==> src/rtl/rsa_byte_sequencer.sv <==
// Purpose: packs plaintext bytes into 64-bit blocks for rsa_encrypt, drives its start/busy
//          handshake, then serialises the 64-bit cipher back out MSB byte first.
// Latency: the block launches the cycle after its last input byte. The first cipher byte is
//          offered the cycle after busy falls. Abandoned after TIMEOUT_CYCLES in LAUNCH+WAIT.
// Backpressure: in_ready is high only while collecting, so blocks never overlap. out_data is
//          held stable while out_valid && !out_ready.
// Ports:
//   clk, rst                     : clock and synchronous active-high reset
//   in_data/in_valid/in_last     : plaintext byte stream; in_ready accepts it
//   out_data/out_valid/out_ready : cipher byte stream
//   enc_start/enc_plain          : request and operand to rsa_encrypt
//   enc_busy/enc_cipher          : status and result from rsa_encrypt
//   blocks_done, timeout_err     : count of emitted blocks; sticky abandon flag
module rsa_byte_sequencer #(
  parameter int BLOCK_BYTES    = 8,
  parameter int TIMEOUT_CYCLES = 4096
) (
  input  logic        clk,
  input  logic        rst,
  input  logic [7:0]  in_data,
  input  logic        in_valid,
  input  logic        in_last,
  output logic        in_ready,
  output logic [7:0]  out_data,
  output logic        out_valid,
  input  logic        out_ready,
  output logic        enc_start,
  output logic [63:0] enc_plain,
  input  logic        enc_busy,
  input  logic [63:0] enc_cipher,
  output logic [15:0] blocks_done,
  output logic        timeout_err
);

  localparam int TW = $clog2(TIMEOUT_CYCLES + 1);
  localparam logic [2:0]    LAST_IDX = 3'(BLOCK_BYTES - 1);
  localparam logic [TW-1:0] TMO_LAST = TW'(TIMEOUT_CYCLES - 1);

  typedef enum logic [1:0] {S_COLLECT, S_LAUNCH, S_WAIT, S_EMIT} state_t;

  state_t        state, state_nxt;
  logic [2:0]    byte_cnt;
  logic [2:0]    emit_cnt;
  logic [63:0]   pack_q;
  logic [63:0]   plain_q;
  logic [63:0]   shift_q;
  logic [TW-1:0] tmo_cnt;
  logic [15:0]   done_q;
  logic          err_q;

  logic          in_xfer;
  logic          out_xfer;
  logic          block_end;
  logic          tmo_hit;
  logic          in_flight;
  logic          in_flight_nxt;
  logic [63:0]   pack_shift;
  logic [5:0]    pad_bits;
  logic [63:0]   plain_nxt;

  assign in_xfer    = (state == S_COLLECT) && in_valid;
  assign out_xfer   = (state == S_EMIT) && out_ready;
  assign block_end  = in_xfer && (in_last || (byte_cnt == LAST_IDX));
  assign tmo_hit    = (tmo_cnt == TMO_LAST);
  assign pack_shift = {pack_q[55:0], in_data};
  // A short block is left-aligned: the first byte always lands in [63:56].
  assign pad_bits   = {LAST_IDX - byte_cnt, 3'b000};
  assign plain_nxt  = pack_shift << pad_bits;

  assign in_flight     = (state == S_LAUNCH) || (state == S_WAIT);
  assign in_flight_nxt = (state_nxt == S_LAUNCH) || (state_nxt == S_WAIT);

  always_comb begin
    state_nxt = state;
    case (state)
      S_COLLECT: if (block_end) state_nxt = S_LAUNCH;
      // A handshake step arriving in the final allowed cycle still wins over the timeout.
      S_LAUNCH: begin
        if (enc_busy)     state_nxt = S_WAIT;
        else if (tmo_hit) state_nxt = S_COLLECT;
      end
      S_WAIT: begin
        if (!enc_busy)    state_nxt = S_EMIT;
        else if (tmo_hit) state_nxt = S_COLLECT;
      end
      S_EMIT: if (out_xfer && (emit_cnt == 3'd7)) state_nxt = S_COLLECT;
      default: state_nxt = S_COLLECT;
    endcase
  end

  always_comb begin
    in_ready  = (state == S_COLLECT);
    enc_start = (state == S_LAUNCH);
    out_valid = (state == S_EMIT);
    out_data  = shift_q[63:56];
  end

  assign enc_plain   = plain_q;
  assign blocks_done = done_q;
  assign timeout_err = err_q;

  always_ff @(posedge clk) begin
    if (rst) begin
      state    <= S_COLLECT;
      byte_cnt <= '0;
      emit_cnt <= '0;
      pack_q   <= '0;
      plain_q  <= '0;
      shift_q  <= '0;
      tmo_cnt  <= '0;
      done_q   <= '0;
      err_q    <= 1'b0;
    end else begin
      state <= state_nxt;

      if (block_end) begin
        plain_q  <= plain_nxt;
        pack_q   <= '0;
        byte_cnt <= '0;
      end else if (in_xfer) begin
        pack_q   <= pack_shift;
        byte_cnt <= byte_cnt + 3'd1;
      end

      // The counter spans LAUNCH and WAIT together; any exit restarts it.
      if (in_flight && in_flight_nxt) tmo_cnt <= tmo_cnt + 1'b1;
      else                            tmo_cnt <= '0;

      if (in_flight && (state_nxt == S_COLLECT)) err_q <= 1'b1;

      // The encryptor updates cipher on the same edge busy falls, so it is valid here.
      if ((state == S_WAIT) && !enc_busy) begin
        shift_q  <= enc_cipher;
        emit_cnt <= '0;
      end else if (out_xfer) begin
        shift_q  <= {shift_q[55:0], 8'h00};
        emit_cnt <= emit_cnt + 3'd1;
        if (emit_cnt == 3'd7) done_q <= done_q + 16'd1;
      end
    end
  end

endmodule

==> config.mk <==
export PLATFORM = sky130hd
export DESIGN_NAME = rsa_byte_sequencer
export DESIGN_NICKNAME = d
export VERILOG_FILES = /design/src/rtl/rsa_byte_sequencer.sv
export SDC_FILE = /design/constraint.sdc
export NUM_CORES = 1
export LEC_CHECK = 0
export ABC_AREA = 1
export CAP_MARGIN = 25
export CORE_UTILIZATION = 54
export CTS_CLUSTER_SIZE = 28
export DETAILED_ROUTE_END_ITERATION = 7
export MAX_ROUTING_LAYER = met4
export PLACE_DENSITY = 0.9
export SLEW_MARGIN = 20
export SYNTH_ARGS = -nofsm -noshare
export SYNTH_HDL_FRONTEND = slang
export SYNTH_SLANG_ARGS = --single-unit
==> constraint.sdc <==
create_clock -name clk -period 2.5 [get_ports clk]
set_input_delay 0.5 -clock clk [delete_from_list [all_inputs] [get_ports clk]]
set_output_delay 0.5 -clock clk [all_outputs]
set_load 0.05 [all_outputs]
Word level (Yosys, flattened, before mapping)
Cells that the tools add are included.
{ "totals": {"regBits": 222, "latchBits": 0, "mem_bits_rw": 0, "rom_bits": 0, "input_bits": 78, "n_memories": 0} }
{ "op_classes": {"add_sub_neg": 5, "n_mul": 0, "n_div": 0, "n_lt_le_gt_ge": 0, "eq_ne": 8, "shift": 1, "muxes": 8, "n_bitwise": 2, "n_reduce_logical": 18} }
{ "op_table": {"columns": ["cell", "n"], "rows": [
  ["64-bit two-way mux", 2],
  ["64-bit by 6-bit left shift with 64-bit output", 1],
  ["16-bit by 1-bit adder with 16-bit output, second input constant", 1],
  ["13-bit by 1-bit adder with 13-bit output, second input constant", 1],
  ["13-bit by 12-bit equality test with 1-bit output, second input constant", 1],
  ["2-bit two-way mux", 5],
  ["2-bit one-hot mux with 4 select lines", 1],
  ["1-bit logical AND", 7],
  ["3-bit by 1-bit adder with 3-bit output, second input constant", 2],
  ["2-bit equality test, second input constant", 3],
  ["3-bit equality test, second input constant", 2],
  ["2-bit OR reduction", 3],
  ["2-bit by 1-bit equality test with 1-bit output, second input constant", 2],
  ["2-bit zero test", 2],
  ["1-bit logical OR", 3],
  ["3-bit AND reduction", 1],
  ["3-bit subtractor, first input constant", 1],
  ["1-bit NOT", 2],
  ["2-bit nonzero test", 1],
  ["1-bit zero test", 1]
]} }

Logic depth before layout (Yosys ltp)
{ "depth": {"word_depth": 10, "mapped_depth": 16, "mapped_depth_nobuf": 16} }

Worst setup path after synthesis
Ideal clock, no wire load.
{ "synth_path": {"path_kind": "register to register", "startpoint": "reg state[1]", "endpoint": "reg tmo_cnt[4]", "setup_time_ns": 0.070, "t_arrival_ns": 2.442, "required_time_ns": 2.430, "setup_slack_ns": -0.011, "stages_incl_launch_ff": 15, "period_less_slack_ns": 2.511, "cell_sequence": "dfxtp_1 inv_1 ha_1 buf_4 nand2_4 nor2_8 inv_4 buf_4 o21ai_0 a21oi_1 ha_1 nand3_2 inv_1 o21ai_0 a21oi_1"} }
{ "synth_between": {"elab_chain_cells": 10, "word_cells_on_any_way": 21, "classes_between": "eq/ne: 5; mux: 6; bitwise: 1; reduce/logical: 9"} }
{ "synth_rtl": {"columns": ["item", "line", "source"], "rows": [
  ["from (decl)", "41", "state_t state, state_nxt;"],
  ["from (signal assigned)", "114", "state <= state_nxt;"],
  ["2-bit zero test (*)", null, null],
  ["named net in_ready", "23", "output logic in_ready,"],
  ["1-bit logical AND", "61", "assign in_xfer = (state == S_COLLECT) && in_valid;"],
  ["1-bit logical AND", "63", "assign block_end = in_xfer && (in_last || (byte_cnt == LAST_IDX));"],
  ["2-bit two-way mux", "76", "S_COLLECT: if (block_end) state_nxt = S_LAUNCH;"],
  ["2-bit one-hot mux with 4 select lines (*)", "75", "case (state)"],
  ["2-bit by 1-bit equality test with 1-bit output / 2-bit equality test (equally long branches)", "71", "assign in_flight_nxt = (state_nxt == S_LAUNCH) || (state_nxt == S_WAIT);"],
  ["1-bit logical OR (*)", "71", null],
  ["1-bit logical AND (*)", "126", "if (in_flight && in_flight_nxt) tmo_cnt <= tmo_cnt + 1'b1;"],
  ["1-bit NOT (no line) (*)", null, null],
  ["2-bit OR reduction (no line) (*)", null, null],
  ["to (signal assigned)", "126", null],
  ["to (decl)", "47", "logic [TW-1:0] tmo_cnt;"]
]} }
The timed path passes the listed nets; every way through them passes the cells marked *.
A chain may end at the register's enable or synchronous reset.

Worst setup path after layout
{ "layout_path": {"startpoint": "reg state[1]", "endpoint": "out out_valid"} }
{ "layout_between": {"elab_chain_cells": 1} }
{ "layout_rtl": {"columns": ["item", "line", "source"], "rows": [
  ["2-bit equality test", "94", "out_valid = (state == S_EMIT);"],
  ["to (decl)", "25", "output logic out_valid,"]
]} }
No other way between the ends.

==> summary.txt <==
Die
  • Core area: roughly 0.019 mm^2
  • Chip Height: roughly 140 um
  • Die area: between 0.02 and 0.025 mm^2
  • Die W: about 140 um
  • Row count: 50
  • # IOs: 170
  • Initial Utilization: 55.8%

Global route
  • Via count of the first global-routing pass: 9,770
  • Largest net degree at the start of global routing: 68
  • Initial antenna violation count: 0
  • First-pass GRT wire length: 48,200 um
  • Tot GR Track Use: a little under a third
  • GRT Residual Overflow: 0

Yosys
  • Post-Synth XOR/XNOR Area: less than 1%
  • Synthesized flop and latch total: 222
  • Avg Cell Area, Syn: slightly above 7 um^2
  • Yosys warning count: 0
  • Largest family of logic cells by synthesized area: simple AND/OR/NAND/NOR gates
  • Simple-gate share of the synthesized area: a little over a quarter
  • Post-synthesis adder-cell area fraction: around 1.3%
  • Register area share after synthesis: around two fifths
  • Total nets after synthesis: between 1,500 and 2,000
  • Multiplexer area fraction after synthesis: 0%
  • Mapped Cells: roughly 1,500
  • Compound-cell area share of the yosys netlist: ~18%
  • Yosys cell types: 40
  • Netlist Area Pre-Place: ~0.011 mm^2

Placed design
  • Dpl cell area: around 0.012 mm^2
  • Port-buffer cells: approximately 170
  • Place WS: around 120 ps
  • Hpwl dp: roughly 21,000 um
  • Cells after DPL: ~1,900
  • RePlAce Congestion: 0.918

Final layout
  • Antenna diodes: 0
  • Utilization after layout: 69.4%
  • Layout cells sized above 1: under 10%
  • Fin area: approximately 0.013 mm^2
  • Final cell count without fillers: 1,894
  • P&R area growth vs syn: 24.2%
  • Nets@finish: 1,705

Critical path
  • WP buf/inv: 1
  • Critical-path top delay cell: dlygate4sd2_1
  • CP delay by family, top: buffers and inverters
  • CP cell instances: ha_1 > dlygate4sd2_1
  • CP Launch Type: register
  • Worst setup path class: reg2out
  • Max stage delay on crit path: 570 ps
  • Cells on worst reg2reg path: 11
  • CP required: roughly 2000 ps
  • Worst Path Max Fanout: 6
  • Worst R2R Start: state[0]
  • Reg2reg setup slack: 220 ps
  • Worst reg2reg endpoint: enc_plain[62]
  • Critical Path End Type: output port
  • Crit path arrival time: 1860 ps

Outcome
  • Status: completed

Routing
  • DRT Pass-1 Iters: 8
  • Post-Route M1 WL: about 12,000 um
  • Met2 Wirelength: between 10,000 and 15,000 um
  • Top layer used by detailed routing: met4
  • Final ANT Viol Nets: 0
  • DRC Markers: 0
  • Drt wl/cell: 15.9 um
  • Via count: 10,600
  • WL met3: roughly 2900 um
  • 1st-iter DRT viols: around 1,200
  • DRT Wirelength: ~30,000 um
  • Vias per cell: ~5.6

Timing
  • Post-layout min period: approximately 2400 ps
  • Slew margin rel.: 42.3%
  • Final Max Slew Viols: 0
  • Final hold vios: 0
  • Final Cycle Share: 94.3%
  • Unrepaired setup endpoints after global routing: false
  • Final worst setup slack: approximately 140 ps
  • Sum of negative setup slack: 0 ps
  • Clock skew: around 8.8 ps
  • Final setup fails: 0
  • Worst hold margin: ~450 ps
  • Worst Max-Slew Pin Slew: between 800 and 900 ps
  • Highest Clock Rate: 0.424 GHz

Power
  • Net switching share of the total power: 29.1%
  • Logic gate share of total power: a little under a fifth
  • Sequential power share: 41.2%
  • Pwr/cell area: just under 700 mW/mm^2
  • Cell Int Power: ~6.4 mW
  • Leakage power: a little over 5 nW
  • Sw Pwr: 2.63 mW
  • Worst-case vdd ir drop: about 540 uV
  • Clock power frac: 40.5%
  • Tot Pwr: 9.03 mW

Clock tree
  • Clock slew at reported path FFs: 60 ps
  • CTS tree: done
  • Max H-tree Level: 1
  • CTS Sinks: ~220
  • Clock root buffer: clkbuf_16
  • Clock buffer depth: 3
  • Later-pin clock latency in the skew report: around 500 ps
  • Setup bufs post-CTS: 0
  • Cts bufs inserted: 24

Hold path
  • Hold Path End: tmo_cnt[0]
  • Hold Startpoint: tmo_cnt[0]
  • Hold path depth: 1
  • Worst min path class: reg2reg

Flow run
  • MaxCap Viol Count: 0
## cells by family after synthesis
kind of cell / after synthesis
DFF: 222
and+or+nand+nor: 670
AOI/OAI and AO/OA: 313
xor gates and xnor gates: 7
adders and majority gates: 11
buffers and inverters: 273
## worst max-delay path by stage
stage	start	endpoint	cells after the start	slack (ps)
floorplan	state[1]	tmo_cnt[4]	12	130
global placement	out_ready	tmo_cnt[7]	14	160
detailed placement	in_last	tmo_cnt[3]	11	120
CTS	blocks_done[0]	blocks_done[0]	1	160
global route	byte_cnt[0]	tmo_cnt[3]	12	50
finish	state[1]	out_valid	2	140
## repair_timing
item / 4_1_cts / 5_1_grt
gates resized for setup: 2 / 1
setup endpoints to repair: 2 / 1
hold buffers: 0 / 0
## area by class of cell
class	instances	area, um^2
clock inverter	12	138
tap	260	325
timing repair buffer	202	1990
clock buffer	32	682
inverter	165	624
sequential	222	4450
multi-input combinational	1001	4950
fill	1415	5810
## cell usage in the layout (no fill, tap or decap), types with 29 or more instances in the layout
master	instances
a21oi_1	107
buf_4	29
clkdlybuf4s50_1	164
dfxtp_1	221
inv_1	155
nand2_1	455
nand3_1	111
nor2_1	65
o211ai_1	39
o21ai_0	90
## cells in the mapped netlist, drive strengths merged
library cell | number | area share (%)
clkbuf | 35 | 1.2
dfxtp | 222 | 42
a32o | 24 | 2.3
inv | 164 | 5.8
xnor2 | 2 | 0.17
clkinv | 1 | 0.047
nor3b | 2 | 0.19
a31oi | 20 | 1.2
a21oi | 107 | 5.1
nor2 | 74 | 3.6
nand2 | 463 | 17
ha | 11 | 1.3
o21ai | 99 | 4.7
a211oi | 3 | 0.21
o221ai | 15 | 1.2
buf | 73 | 4.2
nor3 | 12 | 0.66
o22ai | 3 | 0.18
or2 | 4 | 0.24
a22oi | 1 | 0.071
nand4 | 3 | 0.18
nand3 | 112 | 5.3
xor2 | 5 | 0.41
a21o | 1 | 0.071
o211ai | 39 | 2.8
a21boi | 1 | 0.071
## power groups by stage
stage	Sequential (mW)	Clock, mW	Combinational (mW)
floorplan	3.86	0	1.05
global placement	3.79	0	1.58
detailed placement	3.80	0	1.61
CTS	3.72	3.69	1.62
global route	3.73	3.85	1.79
finish	3.72	3.66	1.65
## routing by layer
metal,track usage (%),up-vias
met3,6.70,102
met4,13.4,0
met5,-,-
met2,48.8,514
met1,36.2,4874
li1,-,5125
## registers in the layout, indices dropped and copies added, names as in the netlist
register,cells
blocks_done,16
byte_cnt,3
emit_cnt,3
enc_plain,64
pack_q,56
shift_q,64
state,2
timeout_err,1
tmo_cnt,13
## worst reg2reg max path: stages (launching register included)
cell and delay, ps:
dfxtp_1 350, inv_1 160, ha_2 360, nand2_4 110, nor2_8 190, inv_4 60, buf_12 180, nor2_8 290
nand2_1 220, inv_1 130, nand2_1 70, o211ai_1 110
Power figures use the tool's default switching activity.
